**src/rtl/rhea_gate_sequencer_if.sv**
```systemverilog
// Request/result handshake bundle for rhea_gate_sequencer.
// slave: sequencer side; master: scheduler/consumer side.
interface rhea_gate_sequencer_if #(
    parameter int ROUNDS_W = 4
);
    logic                in_valid;
    logic                in_ready;
    logic [1:0]          in_mode;
    logic [ROUNDS_W-1:0] in_rounds;
    logic [2:0]          in_a;
    logic [2:0]          in_b;
    logic [2:0]          in_g;
    logic                out_valid;
    logic                out_ready;
    logic [2:0]          out_a;
    logic [2:0]          out_b;
    logic [2:0]          out_g;
    logic [1:0]          out_mode;
    logic                out_err;
    logic                busy;
    logic [ROUNDS_W-1:0] round_cnt;

    modport slave (
        input  in_valid, in_mode, in_rounds, in_a, in_b, in_g,
        input  out_ready,
        output in_ready,
        output out_valid, out_a, out_b, out_g, out_mode, out_err,
        output busy, round_cnt
    );

    modport master (
        output in_valid, in_mode, in_rounds, in_a, in_b, in_g,
        output out_ready,
        input  in_ready,
        input  out_valid, out_a, out_b, out_g, out_mode, out_err,
        input  busy, round_cnt
    );
endinterface

```
**src/rtl/rhea_gate_sequencer.sv**
```systemverilog
// Multi-round controller: applies the reversible gate R times to one
// (A,B,G) triplet and returns the result over a valid/ready handshake.
// Ports: clk, rst (sync, active-high), bus (rhea_gate_sequencer_if.slave):
//   in_valid/in_ready/in_mode/in_rounds/in_a/in_b/in_g request side,
//   out_valid/out_ready/out_a/out_b/out_g/out_mode/out_err result side,
//   busy (RUN or DONE), round_cnt (rounds remaining).
// Optional macro RHEA_SEQ_RANGE_CHECK_EN: operand radix check at accept;
// without it out_err is tied 0.
module rhea_gate_sequencer #(
    parameter int ROUNDS_W = 4
) (
    input  logic                 clk,
    input  logic                 rst,
    rhea_gate_sequencer_if.slave bus
);
    typedef enum logic [1:0] {
        IDLE = 2'd0,
        RUN  = 2'd1,
        DONE = 2'd2
    } state_t;

    state_t              state, state_n;
    logic [1:0]          mode_q, mode_n;
    logic [2:0]          a_q, a_n;
    logic [2:0]          b_q, b_n;
    logic [2:0]          g_q, g_n;
    logic [ROUNDS_W-1:0] cnt_q, cnt_n;
    logic                err_q, err_n;

    // gate datapath, driven from the state registers
    logic [2:0] ga, gb, gg;
    logic [3:0] sum_ab, sum_gb;
    logic       range_err;

    assign sum_ab = {1'b0, a_q} + {1'b0, b_q};
    assign sum_gb = {1'b0, g_q} + {1'b0, b_q};

    always_comb begin
        ga = a_q;
        gb = b_q;
        gg = g_q;
        unique case (mode_q)
            2'b00: begin
                ga = {2'b00, ~(a_q[0] & b_q[0])};
                gb = 3'd0;
            end
            2'b01: begin
                gb = 3'(sum_ab % 4'd3);
                gg = 3'(sum_gb % 4'd5);
            end
            2'b10: begin
                gb = 3'(sum_ab % 4'd5);
                gg = 3'(sum_gb % 4'd5);
            end
            default: ;
        endcase
    end

`ifdef RHEA_SEQ_RANGE_CHECK_EN
    always_comb begin
        range_err = 1'b0;
        unique case (bus.in_mode)
            2'b01: range_err = (bus.in_a >= 3'd3) | (bus.in_b >= 3'd3)
                             | (bus.in_g >= 3'd5);
            2'b10: range_err = (bus.in_a >= 3'd5) | (bus.in_b >= 3'd5)
                             | (bus.in_g >= 3'd5);
            default: range_err = 1'b0;
        endcase
    end
`else
    assign range_err = 1'b0;
`endif

    always_comb begin
        state_n = state;
        mode_n  = mode_q;
        a_n     = a_q;
        b_n     = b_q;
        g_n     = g_q;
        cnt_n   = cnt_q;
        err_n   = err_q;
        unique case (state)
            IDLE: begin
                if (bus.in_valid) begin
                    mode_n = bus.in_mode;
                    a_n    = bus.in_a;
                    b_n    = bus.in_b;
                    g_n    = bus.in_g;
                    err_n  = range_err;
                    if (range_err) begin
                        // rejected operands are returned untouched
                        cnt_n   = '0;
                        state_n = DONE;
                    end else begin
                        cnt_n   = bus.in_rounds;
                        state_n = (bus.in_rounds != '0) ? RUN : DONE;
                    end
                end
            end
            RUN: begin
                a_n   = ga;
                b_n   = gb;
                g_n   = gg;
                cnt_n = cnt_q - 1'b1;
                if (cnt_q == ROUNDS_W'(1)) begin
                    state_n = DONE;
                end
            end
            DONE: begin
                if (bus.out_ready) begin
                    err_n   = 1'b0;
                    state_n = IDLE;
                end
            end
            default: state_n = IDLE;
        endcase
    end

    always_ff @(posedge clk) begin
        if (rst) begin
            state  <= IDLE;
            mode_q <= '0;
            a_q    <= '0;
            b_q    <= '0;
            g_q    <= '0;
            cnt_q  <= '0;
            err_q  <= 1'b0;
        end else begin
            state  <= state_n;
            mode_q <= mode_n;
            a_q    <= a_n;
            b_q    <= b_n;
            g_q    <= g_n;
            cnt_q  <= cnt_n;
            err_q  <= err_n;
        end
    end

    assign bus.in_ready  = (state == IDLE) & ~rst;
    assign bus.out_valid = (state == DONE);
    assign bus.out_a     = a_q;
    assign bus.out_b     = b_q;
    assign bus.out_g     = g_q;
    assign bus.out_mode  = mode_q;
    assign bus.out_err   = err_q;
    assign bus.busy      = (state != IDLE);
    assign bus.round_cnt = cnt_q;
endmodule

```
**src/flat_wrapper.sv**
```systemverilog
// flat-port wrapper written by rule: the top's interface ports become plain ports
module rhea_gate_sequencer_flat 
#(
    parameter int ROUNDS_W = 4
)
  (clk, rst, bus_in_valid, bus_in_mode, bus_in_rounds, bus_in_a, bus_in_b, bus_in_g, bus_out_ready, bus_in_ready, bus_out_valid, bus_out_a, bus_out_b, bus_out_g, bus_out_mode, bus_out_err, bus_busy, bus_round_cnt);
  rhea_gate_sequencer_if #(.ROUNDS_W(ROUNDS_W)) bus_i ();
  input  logic clk;
  input  logic rst;
  input wire logic [$bits(bus_i.in_valid)-1:0] bus_in_valid;
  input wire logic [$bits(bus_i.in_mode)-1:0] bus_in_mode;
  input wire logic [$bits(bus_i.in_rounds)-1:0] bus_in_rounds;
  input wire logic [$bits(bus_i.in_a)-1:0] bus_in_a;
  input wire logic [$bits(bus_i.in_b)-1:0] bus_in_b;
  input wire logic [$bits(bus_i.in_g)-1:0] bus_in_g;
  input wire logic [$bits(bus_i.out_ready)-1:0] bus_out_ready;
  output wire logic [$bits(bus_i.in_ready)-1:0] bus_in_ready;
  output wire logic [$bits(bus_i.out_valid)-1:0] bus_out_valid;
  output wire logic [$bits(bus_i.out_a)-1:0] bus_out_a;
  output wire logic [$bits(bus_i.out_b)-1:0] bus_out_b;
  output wire logic [$bits(bus_i.out_g)-1:0] bus_out_g;
  output wire logic [$bits(bus_i.out_mode)-1:0] bus_out_mode;
  output wire logic [$bits(bus_i.out_err)-1:0] bus_out_err;
  output wire logic [$bits(bus_i.busy)-1:0] bus_busy;
  output wire logic [$bits(bus_i.round_cnt)-1:0] bus_round_cnt;
  assign bus_i.in_valid = bus_in_valid;
  assign bus_i.in_mode = bus_in_mode;
  assign bus_i.in_rounds = bus_in_rounds;
  assign bus_i.in_a = bus_in_a;
  assign bus_i.in_b = bus_in_b;
  assign bus_i.in_g = bus_in_g;
  assign bus_i.out_ready = bus_out_ready;
  assign bus_in_ready = bus_i.in_ready;
  assign bus_out_valid = bus_i.out_valid;
  assign bus_out_a = bus_i.out_a;
  assign bus_out_b = bus_i.out_b;
  assign bus_out_g = bus_i.out_g;
  assign bus_out_mode = bus_i.out_mode;
  assign bus_out_err = bus_i.out_err;
  assign bus_busy = bus_i.busy;
  assign bus_round_cnt = bus_i.round_cnt;
  rhea_gate_sequencer #(.ROUNDS_W(ROUNDS_W)) u_core (.clk(clk), .rst(rst), .bus(bus_i));
endmodule
```
**config.mk**
```make
export PLATFORM = sky130hd
export DESIGN_NAME = rhea_gate_sequencer_flat
export DESIGN_NICKNAME = d
export VERILOG_FILES = /design/src/rtl/rhea_gate_sequencer_if.sv /design/src/rtl/rhea_gate_sequencer.sv /design/src/flat_wrapper.sv
export SDC_FILE = /design/constraint.sdc
export NUM_CORES = 1
export LEC_CHECK = 0
export ABC_CLOCK_PERIOD_IN_PS = 4240
export CAP_MARGIN = 20
export CORE_MARGIN = 2
export CORE_UTILIZATION = 44
export DETAILED_ROUTE_END_ITERATION = 16
export GPL_TIMING_DRIVEN = 0
export PLACE_DENSITY = 0.84
export SKIP_CTS_REPAIR_TIMING = 1
export SYNTH_ARGS = -nofsm -noshare
export SYNTH_HDL_FRONTEND = slang
export SYNTH_SLANG_ARGS = --single-unit
```
**constraint.sdc**
```tcl
create_clock -name clk -period 4.24 [get_ports clk]
set_input_delay 0.848 -clock clk [delete_from_list [all_inputs] [get_ports clk]]
set_output_delay 0.848 -clock clk [all_outputs]
set_load 0.05 [all_outputs]
```
* Word-level counts from Yosys, hierarchy flattened *
Cells that the tools add are included.

storage, ports and cells
  output and inout port bits = 19
  word-level logic and storage cells = 61
  bits in registers = 18
  input port bits = 19

cells by class
  reduce and logical (&&, ||, !) cells = 14
  add/sub/neg operators = 3
  equality and inequality tests = 11
  bitwise operators = 4
  muxes and demuxes = 19
  div/mod/pow operators = 3

operator list
  kind                                                   count
  case mux 3 bit (2 select lines)                        3
  two-way mux 3 bit                                      5
  AND reduction 3 bit                                    5
  case mux 3 bit (3 select lines)                        1
  adder 3 x 3 -> 4 bit                                   2
  remainder unit 4 x 3 -> 4 bit (second input constant)  2
  two-way mux 2 bit                                      4
  != test 2 bit (second input constant)                  4
  case mux 4 bit (2 select lines)                        1
  case mux 2 bit (3 select lines)                        1
  nonzero test 2 bit                                     3
  == test 2 x 1 -> 1 bit (second input constant)         2
  == test 2 bit (second input constant)                  2
  == test 4 x 1 -> 1 bit (second input constant)         1
  logical NOT 2 bit                                      2
  remainder unit 4 x 2 -> 4 bit (second input constant)  1
  two-way mux 4 bit                                      1
  != test 4 bit (second input constant)                  1
  AND reduction 2 bit                                    2
  nonzero test 4 bit                                     1
  subtractor 4 x 1 -> 4 bit (second input constant)      1
  AND 1 bit                                              2
  two-way mux 1 bit                                      2
  != test 2 x 1 -> 1 bit (second input constant)         1
  other kinds (3)                                        4

* Logic depth before layout (Yosys ltp) *
Gate-level depths: netlist (run 1).

  depth after elaboration = 4
  mapped depth = 20

* Worst setup path before layout (run 1) *
No wires, ideal clock.

  path type = register -> register
  start = reg u_core.b_q[1] (netlist: u_core.bus.out_b[1])
  end = reg u_core.b_q[0] (netlist: u_core.bus.out_b[0])
  period minus slack after synthesis = 4.473 ns
  data required time = 4.169 ns
  setup time = 0.071 ns
  arrival = 4.403 ns
  stages on the path, launching flop included = 20
  path slack = -0.233 ns
  path through = dfxtp_1 ha_1 a21o_1 a21o_1 ha_1 or3b_1 mux2i_1 nor2_1 ha_1 nor3_1 a21oi_1 xnor2_1 ha_1 ha_1 o21a_1 nor2_1 o311a_1 xnor2_1 o2111ai_1 a21oi_1

on the way
  cells in the longest elaborated chain, start to end = 4
  elaborated cells between the ends (all ways) = 5
  those cells by class = add/sub: 1; div: 2; mux: 2

ends and longest elaborated chain
  element                                                                                line                                                  source
  start, declared                                                                        rhea_gate_sequencer.sv:25                             logic [2:0] b_q, b_n;
  start signal, assigned                                                                 rhea_gate_sequencer.sv:132                            b_q <= b_n;
  adder 3 x 3 -> 4 bit *                                                                 rhea_gate_sequencer.sv:35                             assign sum_ab = {1'b0, a_q} + {1'b0, b_q};
  remainder unit 4 x 3 -> 4 bit / remainder unit 4 x 2 -> 4 bit (equally long branches)  rhea_gate_sequencer.sv:52, rhea_gate_sequencer.sv:48
  case mux 3 bit (3 select lines) *                                                      rhea_gate_sequencer.sv:42                             unique case (mode_q)
  case mux 3 bit (2 select lines) *                                                      rhea_gate_sequencer.sv:82                             unique case (state)

Mark *: on every way between the ends. The rest lies on a longest branch, timed or not.
A chain may end at the register's enable or synchronous reset.

* Worst setup path in the final report (run 1) *
  start = reg u_core.b_q[0] (netlist: u_core.bus.out_b[0])
  end = reg u_core.b_q[2] (netlist: u_core.bus.out_b[2])

The elaborated chain is that of the path after synthesis.

==> summary.md, run 1 <==
| Metric | Value |
|---|---|
| Status | complete, no violations |
| Area of the core | 0.00361 mm² |
| WL/cell | 12.9 µm |
| Worst Skew | 1.21 ps |
| Min Tclk post-route | 4100 ps |
| Syn Nets | 247 |
| Sequential share of power | 22.3% |
| Die width | 64.6 µm |
| Worst-margin pin slew | 498 ps |
| Synth Instances | 201 |
| Maximum VDD drop | 0.180 mV |
| Vias per inst | 5.31 |
| Yosys Warn Count | 0 |
| Pre-antenna DRT Iters | 4 |
| Ant diodes | 0 |
| Pre-CTS setup slack | -248 ps |
| Final Hold Fails | 0 |
| Drt drc | 0 |
| Logic pwr share | 64.8% |
| Final Power | 918 µW |
| Max Clock Freq | 0.244 GHz |
| Initial DRC Count | 63 |
| Flop and latch count out of synthesis | 17 |
| Hold Crit Class | reg -> reg |
| Share of cells above drive strength 1 | 16.5% |
| Nets | 296 |
| First-pass GRT wire length | 5.98 mm |
| Detail Route Antenna Nets | 0 |
| Syn avg cell area | 8.03 µm² |
| Site Rows | 22 |
| Ports | 38 |
| Worst endpoint required time | 4410 ps |
| Worst setup SP type | register |
| Final Wtd Congestion | 0.836 |
| Final Cycle Share | 96.6% |
| Placed wire-length estimate | 2.88 mm |
| CP max FO | 6 |
| Top_reg_cell synth | dfxtp_1 |
| GRT Resource Usage Total | 17.5% |
| Die Ht | 64.6 µm |
| EDFF count, synth | 0 |
| Number of port buffers | 36 |
| Total number of vias | 1,578 |
| LEAKAGE | 0.000946 µW |
| Power Internal | 510 µW |
| Pins Over Slew Limit | 0 |
| Clock buffer depth | 2 |
| Sw frac | 44.4% |
| Mapped Area | 0.00161 mm² |
| Vias in the first global route | 1,410 |
| Antenna violations before repair | 0 |
| Crit path kind | reg -> reg |
| CTS H-tree lvls | 1 |
| Clk_lat worst skew | 250 ps |
| Distinct cell type count after synthesis | 48 |
| Initial Util | 44.8% |
| Die Area | 0.00417 mm² |
| Maximum Capacitance Violations | 0 |
| GR Overflow Total | 0 |
| Clock slew at reported path FFs | 60 ps |
| Layout fillers | 293 |
| Final Setup Violations | 0 |
| Min setup slack post-route | 143 ps |
| RSZ-0062 raised after global routing | true |
| TritonCTS Sinks | 17 |
| Net Switching | 408 µW |
| Fraction of registers with async set/reset | 0% |
| Arrival @ worst endpoint | 4270 ps |
| Largest net degree at the start of global routing | 11 |
| Sequential share of the synthesized area | 21.1% |
| Max_slew headroom | 66.7% |
| Final WL | 3.84 mm |
| PD cells | 402 mW/mm² |
| Setup crit end kind | register |
| Area grow syn2layout | 41.5% |
| Root buffer cell | clkbuf_8 |
| CTS tree | done |
| Clock power share | 12.9% |
| CTS buffer count | 3 |
==> state kept, by name, indices dropped and copies added, names as in the netlist <==
signal,flops
u_core.state,2
u_core.bus.out_g,3
u_core.bus.out_b,3
u_core.bus.round_cnt,4
u_core.bus.out_mode,2
u_core.bus.out_a,3
==> power by group through the flow <==
stage               Combinational, µW  Sequential [µW]  Clock, µW
floorplan                         324              261          0
global placement                  488              207          0
detailed placement                499              208          0
CTS                               500              205        122
global route                      650              208        128
finish                            595              205        118
==> kinds of logic (layout without fill, tap and decap cells) <==
| group | count (synthesis) | in the layout | synth area share [%] |
|---|---|---|---|
| flops | 17 | 17 | 21.1 |
| mux | 4 | 4 | 2.48 |
| compound gates | 57 | 57 | 24.3 |
| buf+inv | 23 | 71 | 5.58 |
| other cells | 1 | 1 | 0.232 |
| xor+xnor | 7 | 7 | 4.26 |
| simple gates | 65 | 65 | 19.3 |
| fa+ha+maj | 27 | 27 | 22.8 |
==> layout make-up <==
| type | instances | area (µm²) | area share [%] |
|---|---|---|---|
| flip-flops and latches | 17 | 350 | 15.3 |
| multi-input cells | 161 | 1320 | 57.7 |
| well taps | 48 | 60.1 | 2.63 |
| clock buffers | 4 | 45.0 | 1.97 |
| repair buffers | 44 | 420 | 18.4 |
| plain buffers | 8 | 33.8 | 1.48 |
| inverters | 15 | 56.3 | 2.47 |
==> synthesized netlist by cell type (all sizes together), types with 2 or more instances <==
cell / instances / area, µm²
buf: 2 / 11.3
or4: 2 / 18.8
a21o: 4 / 30.0
inv: 15 / 56.3
a21oi: 18 / 90.1
o21a: 2 / 15.0
nor2: 25 / 93.8
mux2i: 4 / 40.0
a22oi: 4 / 30.0
a211oi: 2 / 20.0
xnor2: 5 / 43.8
nand2: 17 / 63.8
o21ai: 6 / 33.8
xor2: 2 / 25.0
a21boi: 2 / 15.0
o31ai: 2 / 15.0
o21bai: 3 / 22.5
fa: 4 / 80.1
nand2b: 4 / 25.0
a22o: 2 / 18.8
clkbuf: 6 / 22.5
nor3: 3 / 15.0
a31oi: 5 / 31.3
dfxtp: 17 / 340
nand3: 2 / 10.0
nor2b: 4 / 25.0
ha: 23 / 288
nand3b: 2 / 15.0
or3b: 2 / 17.5
==> routing by layer <==
| metal | global-route usage (%) | share of wire (%) | vias to the layer above |
|---|---|---|---|
| li1 | - | - | 802 |
| met1 | 22.4 | 44 | 737 |
| met2 | 31.6 | 51 | 37 |
| met3 | 3.30 | 5.0 | 2 |
| met4 | 1.33 | 0.16 | 0 |
| met5 | 0 | 0 | - |
==> worst max-delay path, stage by stage (launching register included) <==
cell	delay, ps
dfxtp_2	360
ha_2	210
fa_1	410
xnor2_2	270
mux2i_4	360
inv_2	80
ha_4	250
ha_4	160
nor3_4	190
a21oi_2	110
xnor2_2	240
ha_1	270
ha_2	170
o21a_1	160
nor2_1	90
o311a_1	250
buf_4	140
a41oi_1	120
a31oi_1	180
==> layout by cell type, fill, tap and decap left out, types with 5 or more instances in the layout <==
cell type         n
a21oi_1          17
clkbuf_1          7
buf_4             9
clkdlybuf4s50_1  36
nand2_1          17
dfxtp_1          13
ha_1             14
a31oi_1           5
nor2_1           24
ha_4              5
inv_1            14
==> metrics by stage <==
stage / TNS [ps] / cell area, µm² / utilization (%) / hold slack, ps / cells
after floorplan: 0 / 1620 / - / 618 / 201
after global placement: -222 / 2040 / 56.5 / 481 / 285
after detailed placement: -580 / 2040 / 56.5 / 495 / 285
after CTS: -608 / 2080 / 57.7 / 505 / 289
after global routing: -193 / 2280 / 63.3 / 531 / 297
final: 0 / 2280 / 63.3 / 504 / 297
==> final timing paths <==
check | startpoint | to | slack, ps | cells after the start
max reg2reg | u_core.bus.out_b[0] | u_core.bus.out_b[2] | 140 | 18
min | u_core.bus.out_mode[1] | u_core.bus.out_mode[1] | 500 | 2
max | u_core.bus.out_b[0] | u_core.bus.out_b[2] | 140 | 18
min reg2reg | u_core.bus.out_mode[1] | u_core.bus.out_mode[1] | 500 | 2
Power figures use the tool's default switching activity.
==> inputs of run 2 (changes only) <==
- SETUP_SLACK_MARGIN: unset -> 0.15
==> summary.md, run 2 (same netlist as run 1, synthesis figures left out) <==
| Metric | Value |
|---|---|
| Most frequent cells in the layout | clkdlybuf4s50_1 (36), nor2_1 (24), a21oi_1 (17), nand2_1 (17), ha_1 (15) |
| Most common cell after layout, fill and taps aside | clkdlybuf4s50_1 |
| CTS buffer count | 3 |
| Final Setup Violations | 0 |
| Final WL | 4.08 mm |
| Final Cycle Share | 96.2% |
| LEAKAGE | 0.000949 µW |
| Initial Util | 44.8% |
| GRT busiest layer | met2 |
| Post-Layout Cell Count | 298 |
| Clock slew at reported path FFs | 60 ps |
| Setup crit end kind | register |
| Die Ht | 64.6 µm |
| CTS H-tree lvls | 1 |
| CTS tree | done |
| RSZ-0062 raised after global routing | true |
| Logic pwr share | 65.6% |
| CP max stage cell | or3b_4 |
| Ports | 38 |
| Nets | 297 |
| WL/cell | 13.7 µm |
| Max_slew headroom | 65.7% |
| Sw frac | 44.6% |
| Clock power share | 12.7% |
| Vias in the first global route | 1,434 |
| Worst Hold End | u_core.bus.out_a[0] |
| Met3 Use GR | 3.82% |
| Total number of vias | 1,636 |
| Register-to-Register Path Depth | 19 |
| GR Overflow Total | 0 |
| Most frequent cell on the critical path | nor2_1 |
| Maximum Capacitance Violations | 0 |
| Worst-margin pin slew | 512 ps |
| GR met1 Demand/Resource | 22.8% |
| Initial DRC Count | 69 |
| GRT Resource Usage Total | 18.5% |
| Sequential share of power | 21.7% |
| Min Tclk post-route | 4080 ps |
| Reg-to-Reg End | u_core.bus.out_b[0] |
| Root buffer cell | clkbuf_8 |
| CP max FO | 4 |
| First-pass GRT wire length | 6.24 mm |
| Area grow syn2layout | 42.6% |
| Placed wire-length estimate | 2.97 mm |
| Worst-path cell chain | ha_4, a21o_1, a21o_1, ha_4, or3b_4, mux2i_4, nor2_1, ha_2, nor2_1, a21oi_2, buf_4, mux2i_2, ha_1, o21a_1, nor2_1, o311a_4, xnor2_1, o2111ai_1, a21oi_1 |
| Worst Skew | 1.84 ps |
| Pins Over Slew Limit | 0 |
| Max reg flops | 4 |
| Multi-input combinational cell area | 0.00132 mm² |
| Clk_lat worst skew | 250 ps |
| Detail Route Antenna Nets | 0 |
| Placed cells | 285 |
| Arrival @ worst endpoint | 4260 ps |
| Pre-antenna DRT Iters | 4 |
| Worst Hold Margin | 482 ps |
| Worst endpoint required time | 4420 ps |
| Antenna violations before repair | 0 |
| Largest net degree at the start of global routing | 11 |
| PD cells | 411 mW/mm² |
| Hold Crit Class | reg -> reg |
| Max Clock Freq | 0.245 GHz |
| Final Hold Fails | 0 |
| Power Internal | 524 µW |
| Met2 Use GR | 33.9% |
| Crit path kind | reg -> reg |
| Clock buffer depth | 2 |
| Drt drc | 0 |
| Net Switching | 421 µW |
| Site Rows | 22 |
| R2R setup slack | 160 ps |
| Worst hold start | u_core.bus.out_a[0] |
| Ant diodes | 0 |
| Reg2reg start | u_core.bus.out_b[1] |
| Hold Path Stages | 2 |
| TritonCTS Sinks | 17 |
| Vias per inst | 5.49 |
| Worst setup SP type | register |
| Sequential cell area | 355 µm² |
| Status | complete, no violations |
| Pre-CTS setup slack | -185 ps |
| Crit-path max cell delay | 380 ps |
| Share of cells above drive strength 1 | 20.0% |
| Die width | 64.6 µm |
| Number of port buffers | 36 |
| Maximum VDD drop | 0.233 mV |
| Area of the core | 0.00361 mm² |
| Min setup slack post-route | 160 ps |
| Layout fillers | 282 |
| Final Wtd Congestion | 0.821 |
| Die Area | 0.00417 mm² |
run 2: layout make-up:
cell class / instances / area share (%)
Buffer: 8 / 1.47
Inverter: 15 / 2.45
Multi-Input combinational cell: 161 / 57.5
Clock buffer: 4 / 1.96
Timing Repair Buffer: 45 / 18.6
Tap cell: 48 / 2.61
Sequential cell: 17 / 15.4
run 2: stage by stage:
stage	power, µW	TNS (ps)	cell area, µm²	util [%]
floorplan	594	0	1640	-
global route	1010	0	2300	63.8
CTS	842	-421	2110	58.4
detailed placement	722	-373	2060	57.1
global placement	704	-34.1	2060	57.1
finish	945	0	2300	63.8
run 2: how the worst max path moves through the flow:
| stage | startpoint | endpoint | slack, ps | cells after the start |
|---|---|---|---|---|
| after floorplan | u_core.bus.out_b[1] | u_core.bus.out_b[0] | 160 | 19 |
| after global placement | u_core.bus.out_b[1] | u_core.bus.out_b[2] | -20 | 20 |
| after detailed placement | u_core.bus.out_b[1] | u_core.bus.out_b[0] | -190 | 19 |
| after CTS | u_core.bus.out_b[1] | u_core.bus.out_b[0] | -200 | 19 |
| after global routing | u_core.bus.out_b[1] | u_core.bus.out_b[0] | 2 | 19 |
| final | u_core.bus.out_b[1] | u_core.bus.out_b[0] | 160 | 19 |
run 2: per-layer routing:
layer | wire (µm) | part of all wire (%)
met2 | 2100 | 51
met5 | 0 | 0
met3 | 189 | 4.6
met4 | 50 | 1.2
met1 | 1740 | 43
run 2: power by group through the flow:
| stage | registers [µW] | clock network [µW] | logic [µW] |
|---|---|---|---|
| after global routing | 208 | 130 | 671 |
| final | 205 | 120 | 620 |
| after detailed placement | 209 | 0 | 512 |
| after CTS | 205 | 123 | 514 |
| after global placement | 208 | 0 | 496 |
| after floorplan | 263 | 0 | 331 |
run 2: critical path, delay by kind of cell (launching register included):
family / cells / cell delay, ps
AOI/OAI and AO/OA: 7 / 1180
xor gates and xnor gates: 1 / 120
adders and majority gates: 4 / 1100
buffers and inverters: 1 / 170
DFF: 1 / 360
muxes: 2 / 430
and+or+nand+nor: 4 / 630
==> inputs of run 3 (changes only) <==
- CAP_MARGIN: 20 -> unset
- SLEW_MARGIN: unset -> 40
==> results of run 3 <==
Same layout as run 2: the final DEF is identical, and so are final timing and power.
